<file path="src/rtl/serial_load_ctrl_pkg.sv">
// Shared definitions for the serial word loader: FSM state encoding and the
// constant clog2 used to size the bit counter.
package serial_load_ctrl_pkg;

  typedef enum logic [1:0] {
    ST_IDLE  = 2'd0,
    ST_SHIFT = 2'd1,
    ST_LOAD  = 2'd2
  } state_e;

  // Elaboration-time ceiling log2; callers guarantee v >= 2, so the result is >= 1.
  function automatic int clog2(input int v);
    int r;
    r = 0;
    while ((1 << r) < v) r++;
    return r;
  endfunction

endpackage

</file>
<file path="src/rtl/serial_load_ctrl_bit_counter.sv">
// Counts accepted serial bits within a frame. Synchronous clear wins over increment.
module bit_counter #(
  parameter int W = 2
) (
  input  logic         clk,
  input  logic         reset,
  input  logic         clr,
  input  logic         inc,
  output logic [W-1:0] cnt
);

  // NOTE: sequential state uses non-blocking assignments so every flop samples pre-edge values.
  always_ff @(posedge clk) begin
    if (reset || clr) cnt <= '0;
    else if (inc)     cnt <= cnt + 1'b1;
  end

endmodule

</file>
<file path="src/rtl/serial_load_ctrl.sv">
// Assembles an N-bit word from a gated serial stream and issues one registered
// en strobe per completed word, with d presented alongside it.
module serial_load_ctrl
  import serial_load_ctrl_pkg::*;
#(
  parameter int N         = 4,
  parameter bit MSB_FIRST = 1'b1
) (
  input  logic         clk,
  input  logic         reset,
  input  logic         start,
  input  logic         sin,
  input  logic         sin_valid,
  output logic         busy,
  output logic         en,
  output logic [N-1:0] d
);

  localparam int CW = clog2(N);

  state_e         state;
  logic [N-1:0]   sh;
  logic [N-1:0]   sh_next;
  logic [CW-1:0]  cnt;
  logic           last_bit;
  logic           cnt_clr;
  logic           cnt_inc;

  assign last_bit = (cnt == CW'(N - 1));
  assign cnt_clr  = (state == ST_IDLE) && start;
  // The Nth bit leaves SHIFT instead of counting, so the counter never wraps.
  assign cnt_inc  = (state == ST_SHIFT) && sin_valid && !last_bit;

  // NOTE: every combinational output gets a default first, so no latch can be inferred.
  always_comb begin
    sh_next = sh;
    if (MSB_FIRST) sh_next = {sh[N-2:0], sin};
    else           sh_next = {sin, sh[N-1:1]};
  end

  bit_counter #(.W(CW)) u_bit_counter (
    .clk   (clk),
    .reset (reset),
    .clr   (cnt_clr),
    .inc   (cnt_inc),
    .cnt   (cnt)
  );

  always_ff @(posedge clk) begin
    if (reset) begin
      state <= ST_IDLE;
      sh    <= '0;
      d     <= '0;
      en    <= 1'b0;
      busy  <= 1'b0;
    end else begin
      en <= 1'b0;
      unique case (state)
        ST_IDLE: begin
          if (start) begin
            state <= ST_SHIFT;
            sh    <= '0;
            busy  <= 1'b1;
          end
        end
        ST_SHIFT: begin
          if (sin_valid) begin
            sh <= sh_next;
            if (last_bit) begin
              // Capture sh_next, not sh, so the word includes the bit accepted this edge.
              d     <= sh_next;
              en    <= 1'b1;
              state <= ST_LOAD;
            end
          end
        end
        ST_LOAD: begin
          state <= ST_IDLE;
          busy  <= 1'b0;
        end
        default: begin
          state <= ST_IDLE;
          busy  <= 1'b0;
        end
      endcase
    end
  end

endmodule

</file>
<file path="config.mk">
export PLATFORM = sky130hd
export DESIGN_NAME = serial_load_ctrl
export DESIGN_NICKNAME = d
export VERILOG_FILES = /design/src/rtl/serial_load_ctrl_pkg.sv /design/src/rtl/serial_load_ctrl_bit_counter.sv /design/src/rtl/serial_load_ctrl.sv
export SDC_FILE = /design/constraint.sdc
export NUM_CORES = 1
export LEC_CHECK = 0
export ABC_CLOCK_PERIOD_IN_PS = 1390
export BUFFER_PORTS_ARGS = -buffer_cell sky130_fd_sc_hd__buf_2
export CORE_AREA = 4 4 41 43
export CTS_CLUSTER_SIZE = 25
export DETAILED_ROUTE_END_ITERATION = 8
export DIE_AREA = 0 0 45 47
export PLACE_DENSITY = 0.54
export SYNTH_ARGS = -nofsm -noshare
export SYNTH_HDL_FRONTEND = slang
export SYNTH_SLANG_ARGS = --single-unit
</file>
<file path="constraint.sdc">
create_clock -name clk -period 1.39 [get_ports clk]
set_input_delay 0.278 -clock clk [delete_from_list [all_inputs] [get_ports clk]]
set_output_delay 0.278 -clock clk [all_outputs]
set_load 0.03 [all_outputs]
</file>
==> results of run 1 <==
-- synth_stat cells, drive strengths merged --
cell type	number	area [um^2]
nor2	7	26.28
dfxtp	13	260.3
a21oi	1	5.000
a21boi	1	7.510
ha	1	12.51
nand2	1	3.750
or2	1	6.260
mux2i	3	30.03
nand2b	3	18.77
xnor2	1	8.760
o21bai	1	7.510
and4bb	1	12.51
o22ai	1	6.260
nand4b	1	15.01
o32ai	2	25.03
o21ai	3	15.01
clkbuf	1	3.750
a31oi	1	6.260
inv	3	11.26
nand3b	2	15.01
-- cells by family after synthesis --
group,synth area share
compound gates,0.1461
xor+xnor,0.01764
mux,0.06046
fa+ha+maj,0.02518
buf+inv,0.03022
flops,0.5239
simple gates,0.1965
-- worst register-to-register path: stages (launching register included) --
cell      delay (ns)
dfxtp_1         0.33
ha_1            0.23
and4bb_2        0.34
mux2i_1         0.18
nor2_1          0.05
-- power breakdown --
group          switching (mW)  internal, mW
logic                  0.0271        0.0203
clock network           0.120         0.111
registers             0.00511         0.379
-- state kept, by name, indices dropped and copies added (netlist names) --
signal / count
en: 1
busy: 1
d: 4
state: 2
sh: 3
u_bit_counter.cnt: 2
-- worst max-delay path by stage --
| stage | to | slack, ns | cells past startpoint |
|---|---|---|---|
| global placement | u_bit_counter.cnt[1]$_SDFFE_PP0P_ | 0.18 | 4 |
| CTS | u_bit_counter.cnt[1]$_SDFFE_PP0P_ | 0.16 | 4 |
| detailed placement | u_bit_counter.cnt[1]$_SDFFE_PP0P_ | 0.17 | 4 |
| floorplan | u_bit_counter.cnt[1]$_SDFFE_PP0P_ | 0.21 | 4 |
| finish | u_bit_counter.cnt[1]$_SDFFE_PP0P_ | 0.17 | 4 |
| global route | d[2]$_SDFFE_PP0P_ | 0.11 | 4 |
-- layout by cell type, fill, tap and decap left out --
| master | count |
|---|---|
| dfxtp_1 | 13 |
| buf_2 | 10 |
| nor2_1 | 7 |
| nand2b_1 | 3 |
| o21ai_0 | 3 |
| inv_1 | 3 |
| mux2i_1 | 3 |
| clkbuf_4 | 3 |
| nand3b_1 | 2 |
| nand4b_2 | 1 |
| nand2_1 | 1 |
| or2_1 | 1 |
| a21oi_1 | 1 |
| o22ai_1 | 1 |
| o32ai_2 | 1 |
| a31oi_1 | 1 |
| o21bai_1 | 1 |
| and4bb_2 | 1 |
| xnor2_1 | 1 |
| a21boi_0 | 1 |
| o32ai_1 | 1 |
| ha_1 | 1 |
| clkbuf_1 | 1 |
-- metrics by stage --
step             util  hold WS (ns)
6_report       0.4519        0.2320
5_1_grt        0.4519        0.2255
4_1_cts        0.4519        0.2285
3_3_place_gp   0.4317        0.4468
2_1_floorplan       -        0.3853
3_5_place_dp   0.4317        0.4607
-- layout make-up --
type,instances,area [um^2]
flip-flops and latches,13,260.3
clock buffers,4,26.28
fillers,136,713.2
well taps,15,18.77
repair buffers,10,50.05
multi-input cells,31,221.5
inverters,3,11.26
-- metal layers --
layer / track usage / vias to the layer above / share of wire
li1: - / 193 / -
met1: 0.1178 / 160 / 0.51
met2: 0.1130 / 11 / 0.39
met3: 0.06897 / 0 / 0.094
met4: 0.01754 / 0 / 0
met5: 0 / - / 0
==> flow_metrics.py, run 1 <==
metrics = {
    "floorplanning": {
        "io_pins": 11,
        "initial_core_util": 0.3817,
        "die_y_um": 47,
        "std_cell_rows": 13,
        "die_w_um": 45,
        "die_area_um2": 2115,
        "coreArea_um2": 1301,
    },
    "setup_path": {
        "crit_start": "u_bit_counter.cnt[0]$_SDFFE_PP0P_",
        "cp.required_ns": 1.56,
        "path_buf_inv": 0,
        "cp_max_fo": 3,
        "startpoint_type": "flip-flop",
        "timing.rr.end": "u_bit_counter.cnt[1]$_SDFFE_PP0P_",
        "cpPeakStageDelay_ns": 0.34,
        "reg2regPathDepth": 4,
        "cp.arrival_ns": 1.39,
        "endpoint_kind": "flip-flop",
        "cp_cell_sequence": "ha_1 > and4bb_2 > mux2i_1 > nor2_1",
        "r2r_slack_ns": 0.17,
        "crit_path_top_delay_cell": "and4bb_2",
        "rr_startpoint": "u_bit_counter.cnt[0]$_SDFFE_PP0P_",
        "crit_type": "flip-flop to flip-flop",
        "cp_top_family": "simple AND/OR/NAND/NOR gates",
    },
    "timing": {
        "min_period_ns": 1.223,
        "finalCritPeriodShare": 0.8798,
        "setup_viol": 0,
        "slew_headroom": 0.8016,
        "fin_ws_ns": 0.1671,
        "rsz0062_at_grt": "no",
        "setup_tns_ns": 0,
        "fmax_ghz": 0.8177,
        "hold_violations": 0,
        "tightest_slew_ns": 0.2977,
        "skew_ns": 0.004852,
        "drv_slew": 0,
    },
    "clock_network": {
        "path_clk_slew_ns": 0.08,
        "htreeDepth": 1,
        "cts_tree": "done",
        "cts_buffers": 3,
        "ctsLongestPathBuffers": 2,
        "cts_resized": 0,
        "clock-sinks": 13,
        "cts_hold_buf": 0,
        "cts_setup_buffers": 0,
        "cts_root_buf": "clkbuf_4",
        "clock_latency_ns": 0.28,
    },
    "global_route": {
        "gr-total-overflow": 0,
        "grt_use_total": 0.08896,
        "grt_pass1_wl_mm": 1.304,
        "grt_max_degree": 13,
        "antenna_found_initial": 0,
        "grt_pass1_vias": 305,
    },
    "synth": {
        "netlist_area_um2": 496.7,
        "synth.distinct_cells": 21,
        "yosysWarnings": 0,
        "synth_nets": 54,
        "avgSynthCellArea_um2": 10.35,
        "netlist_instances": 48,
        "synth_seq_cells": 13,
        "yosysSeqAreaShare": 0.5239,
    },
    "worst_hold_path": {
        "hold_start": "sin_valid",
        "holdPathEnd": "state[0]$_SDFFE_PP0P_",
        "hold_class": "primary input to flip-flop",
        "worstHoldPathCells": 2,
    },
    "place": {
        "place_ws_ns": 0.1688,
        "place_area_um2": 561.8,
        "dp_hpwl_um": 577.7,
        "port_buffers": 10,
        "gp_congestion": 0.6719,
        "dp_cells": 72,
    },
    "drt": {
        "vias_per_cell": 4.789,
        "drt_first_pass_iters": 4,
        "drtIter0Drc": 12,
        "drc_errors": 0,
        "routed_wl_um": 801,
        "drtAntennaViolNets": 0,
        "vias": 364,
        "routedWlPerCell_um": 10.54,
    },
    "layout": {
        "drive_above_1_share": 0.2623,
        "layout.cells.non_filler": 76,
        "post-route-cell-area_um2": 588.1,
        "fin_nets": 68,
        "diodes": 0,
        "syn_to_final_growth_pct": 18.39,
    },
    "power_and_ir_drop": {
        "ir_drop_mv": 0.5546,
        "powerDensity_nw_per_um2": 1127,
        "power_leakage_nw": 0.2703,
        "power.total_uw": 662.7,
    },
    "job": {
        "drv_cap": 0,
    },
    "status": {
        "status": "finished clean",
    },
}
Note: power is estimated with default switching activity, not from simulation.
==> run 2: changes to the inputs <==
CAP_MARGIN = 20   (was not set)
PLACE_DENSITY = 0.57   (was 0.54)
SYNTH_HIERARCHICAL = 1   (was not set)
==> run 2 against run 1 <==
Against the previous run: maximum frequency shrank 4.6%; final cell count grew 7.9%; via count grew 8.5%; critical endpoint is now u_bit_counter/cnt[1]$_SDFFE_PP0P_; highest routed layer is now met4; die area is the same; global-route usage grew 2.6 points.
==> flow_metrics.py, run 2 <==
metrics = {
    "layout": {
        "syn_to_final_growth_pct": 20.00,
        "top_regs": "d x4, sh x3",
        "largest_reg_flops": 4,
        "fin_nets": 73,
        "final_cell_mix": "dfxtp_1 (13), buf_2 (10), nand2b_1 (9)",
        "fill_cells": 133,
        "layout_commonest_cell": "dfxtp_1",
        "largest-register": "d",
        "layout.cells.non_filler": 82,
        "multiInputGateArea_um2": 264.0,
        "diodes": 0,
        "regArea_um2": 260.3,
        "drive_above_1_share": 0.2836,
    },
    "place": {
        "gp_congestion": 0.6376,
        "port_buffers": 10,
        "dp_hpwl_um": 749.4,
        "dp_cells": 78,
    },
    "global_route": {
        "antenna_found_initial": 0,
        "gr-total-overflow": 0,
        "grt_use_total": 0.1146,
        "grt_pass1_wl_mm": 1.697,
        "grt_max_degree": 9,
        "grt_pass1_vias": 359,
    },
    "synth": {
        "synthMuxAreaShare": 0.07529,
        "yosysSeqAreaShare": 0.4894,
        "yosys.area.top_type": "dfxtp_1",
        "synth_seq_cells": 13,
        "synthTopCellsByCount": "dfxtp_1 (13), nand2b_1 (9), mux2i_1 (4)",
        "synth_compound_gate_area_share": 0.1059,
        "synth_edf_count": 0,
        "ys.flop_type": "dfxtp_1",
        "yosysWarnings": 6,
        "synth_xor_area_frac": 0.01647,
        "synth-simple-area-share": 0.2988,
        "netlist_area_um2": 531.8,
        "synth_top_family_by_area": "simple AND/OR/NAND/NOR gates",
        "synth.distinct_cells": 24,
        "async_flop_share": 0,
        "synth_nets": 57,
        "synth_fa_ha_area_frac": 0,
        "synth_area_leaders": "dfxtp_1 (49%), nand2b_1 (11%), mux2i_1 (7.5%)",
        "synth_top_area_frac": 0.4894,
        "netlist_instances": 52,
        "avgSynthCellArea_um2": 10.23,
        "yosysMostFrequentCell": "dfxtp_1",
    },
    "setup_path": {
        "startpoint_type": "flip-flop",
        "r2r_slack_ns": 0.11,
        "cp.arrival_ns": 1.49,
        "endpoint_kind": "flip-flop",
        "reg2regPathDepth": 4,
        "cpPeakStageDelay_ns": 0.45,
        "cp.required_ns": 1.60,
        "crit_type": "flip-flop to flip-flop",
        "crit_path_top_delay_cell": "dfxtp_1",
        "timing.rr.end": "u_bit_counter/cnt[1]$_SDFFE_PP0P_",
        "rr_startpoint": "state[0]$_SDFFE_PP0P_",
        "cp_cell_sequence": "nor2b_2 > and3_1 > nand3b_1 > a211oi_2",
        "cp_max_fo": 8,
    },
    "drt": {
        "vias": 395,
        "drt_first_pass_iters": 3,
        "routedWlPerCell_um": 12.17,
        "drtIter0Drc": 4,
        "drtAntennaViolNets": 0,
        "drc_errors": 0,
        "routed_wl_um": 998,
        "vias_per_cell": 4.817,
    },
    "power_and_ir_drop": {
        "power_leakage_nw": 0.2835,
        "seq_power_share": 0.571,
        "ir_drop_mv": 0.7663,
        "swShare": 0.2380,
        "p_switching_uw": 161.1,
        "powerDensity_nw_per_um2": 1061,
        "pwr-share-clk": 0.349,
        "pwr-share-comb": 0.080,
        "cell_internal_pwr_uw": 515.7,
    },
    "clock_network": {
        "clock_latency_ns": 0.28,
        "cts_resized": 0,
        "path_clk_slew_ns": 0.08,
        "cts_hold_buf": 0,
        "cts_root_buf": "clkbuf_4",
        "cts_setup_buffers": 0,
        "cts_buffers": 3,
        "clock-sinks": 13,
        "htreeDepth": 1,
        "cts_tree": "done",
        "ctsLongestPathBuffers": 2,
    },
    "floorplanning": {
        "std_cell_rows": 13,
        "die_w_um": 45,
        "coreArea_um2": 1301,
        "io_pins": 11,
        "die_y_um": 47,
        "die_area_um2": 2115,
        "initial_core_util": 0.4087,
    },
    "worst_hold_path": {
        "hold_class": "primary input to flip-flop",
        "holdPathEnd": "u_bit_counter/cnt[1]$_SDFFE_PP0P_",
        "worstHoldPathCells": 3,
        "hold_start": "reset",
    },
    "timing": {
        "skew_ns": 0.002947,
        "slew_headroom": 0.7284,
        "hold_violations": 0,
        "tightest_slew_ns": 0.4065,
        "setup_tns_ns": 0,
        "setup_viol": 0,
        "min_period_ns": 1.281,
        "rsz0062_at_grt": "no",
        "drv_slew": 0,
        "finalCritPeriodShare": 0.9218,
        "fmax_ghz": 0.7804,
    },
    "status": {
        "status": "finished clean",
    },
    "job": {
        "drv_cap": 0,
    },
}
==> run 2: cell count changes in the layout (fill, tap and decap cells not counted), sizes merged, moves of 2 or more <==
| cell | delta |
|---|---|
| buf | +2 |
| inv | -2 |
| nand2b | +6 |
| nor2 | -4 |
| nor3 | +2 |
| o32ai | -2 |
| or4b | +2 |
==> run 2: logic make-up after synthesis <==
kind of cell           Yosys count
AND/OR/NAND/NOR                 24
XOR/XNOR                         1
buffers and inverters            2
flip-flops                      13
multiplexers                     4
AO/OA/AOI/OAI                    8
==> run 2: worst max-delay path, delay by kind of cell, from the launching register on <==
kind | cells | cell delay (ns)
AND/OR/NAND/NOR | 3 | 0.56
AO/OA/AOI/OAI | 1 | 0.21
flip-flops | 1 | 0.45
==> run 2: area by class of cell <==
class	instances	share of cell area
Clock buffer	4	0.04118
Inverter	1	0.005882
Multi-Input combinational cell	37	0.4137
Sequential cell	13	0.4078
Tap cell	15	0.02941
Timing Repair Buffer	12	0.1020
==> run 2: layer usage <==
| layer | track usage | wire (um) | up-vias |
|---|---|---|---|
| met5 | 0 | 0 | - |
| met4 | 0.03509 | 9 | 0 |
| met3 | 0.05747 | 75 | 3 |
| met2 | 0.1695 | 418 | 10 |
| met1 | 0.1462 | 494 | 167 |
| li1 | - | - | 215 |
==> run 2: worst max path at each step <==
stage | from | to | slack (ns) | cells past startpoint
after CTS | state[0]$_SDFFE_PP0P_ | u_bit_counter/cnt[1]$_SDFFE_PP0P_ | 0.12 | 4
final | state[0]$_SDFFE_PP0P_ | u_bit_counter/cnt[1]$_SDFFE_PP0P_ | 0.11 | 4
after global routing | state[0]$_SDFFE_PP0P_ | u_bit_counter/cnt[1]$_SDFFE_PP0P_ | 0.01 | 4
after floorplan | state[0]$_SDFFE_PP0P_ | u_bit_counter/cnt[1]$_SDFFE_PP0P_ | 0.25 | 4
after global placement | state[0]$_SDFFE_PP0P_ | u_bit_counter/cnt[1]$_SDFFE_PP0P_ | 0.14 | 4
after detailed placement | state[0]$_SDFFE_PP0P_ | u_bit_counter/cnt[1]$_SDFFE_PP0P_ | 0.15 | 4
==> run 2: power by group through the flow <==
stage	combinational [mW]	sequential, mW	clock, mW
3_3_place_gp	0.0541	0.394	0
2_1_floorplan	0.0293	0.398	0
5_1_grt	0.0595	0.387	0.266
4_1_cts	0.0546	0.386	0.246
3_5_place_dp	0.0543	0.395	0
6_report	0.0542	0.386	0.236
==> run 2: per-stage QoR <==
step | hold slack [ns] | power [mW] | area [um^2] | utilization | worst slack, ns
floorplan | 0.3426 | 0.4271 | 531.8 | - | 0.2497
global placement | 0.4591 | 0.4484 | 611.8 | 0.4702 | 0.1403
detailed placement | 0.4694 | 0.4491 | 611.8 | 0.4702 | 0.1472
CTS | 0.2886 | 0.6864 | 638.1 | 0.4904 | 0.1197
global route | 0.2943 | 0.7128 | 638.1 | 0.4904 | 0.01205
finish | 0.2981 | 0.6768 | 638.1 | 0.4904 | 0.1087
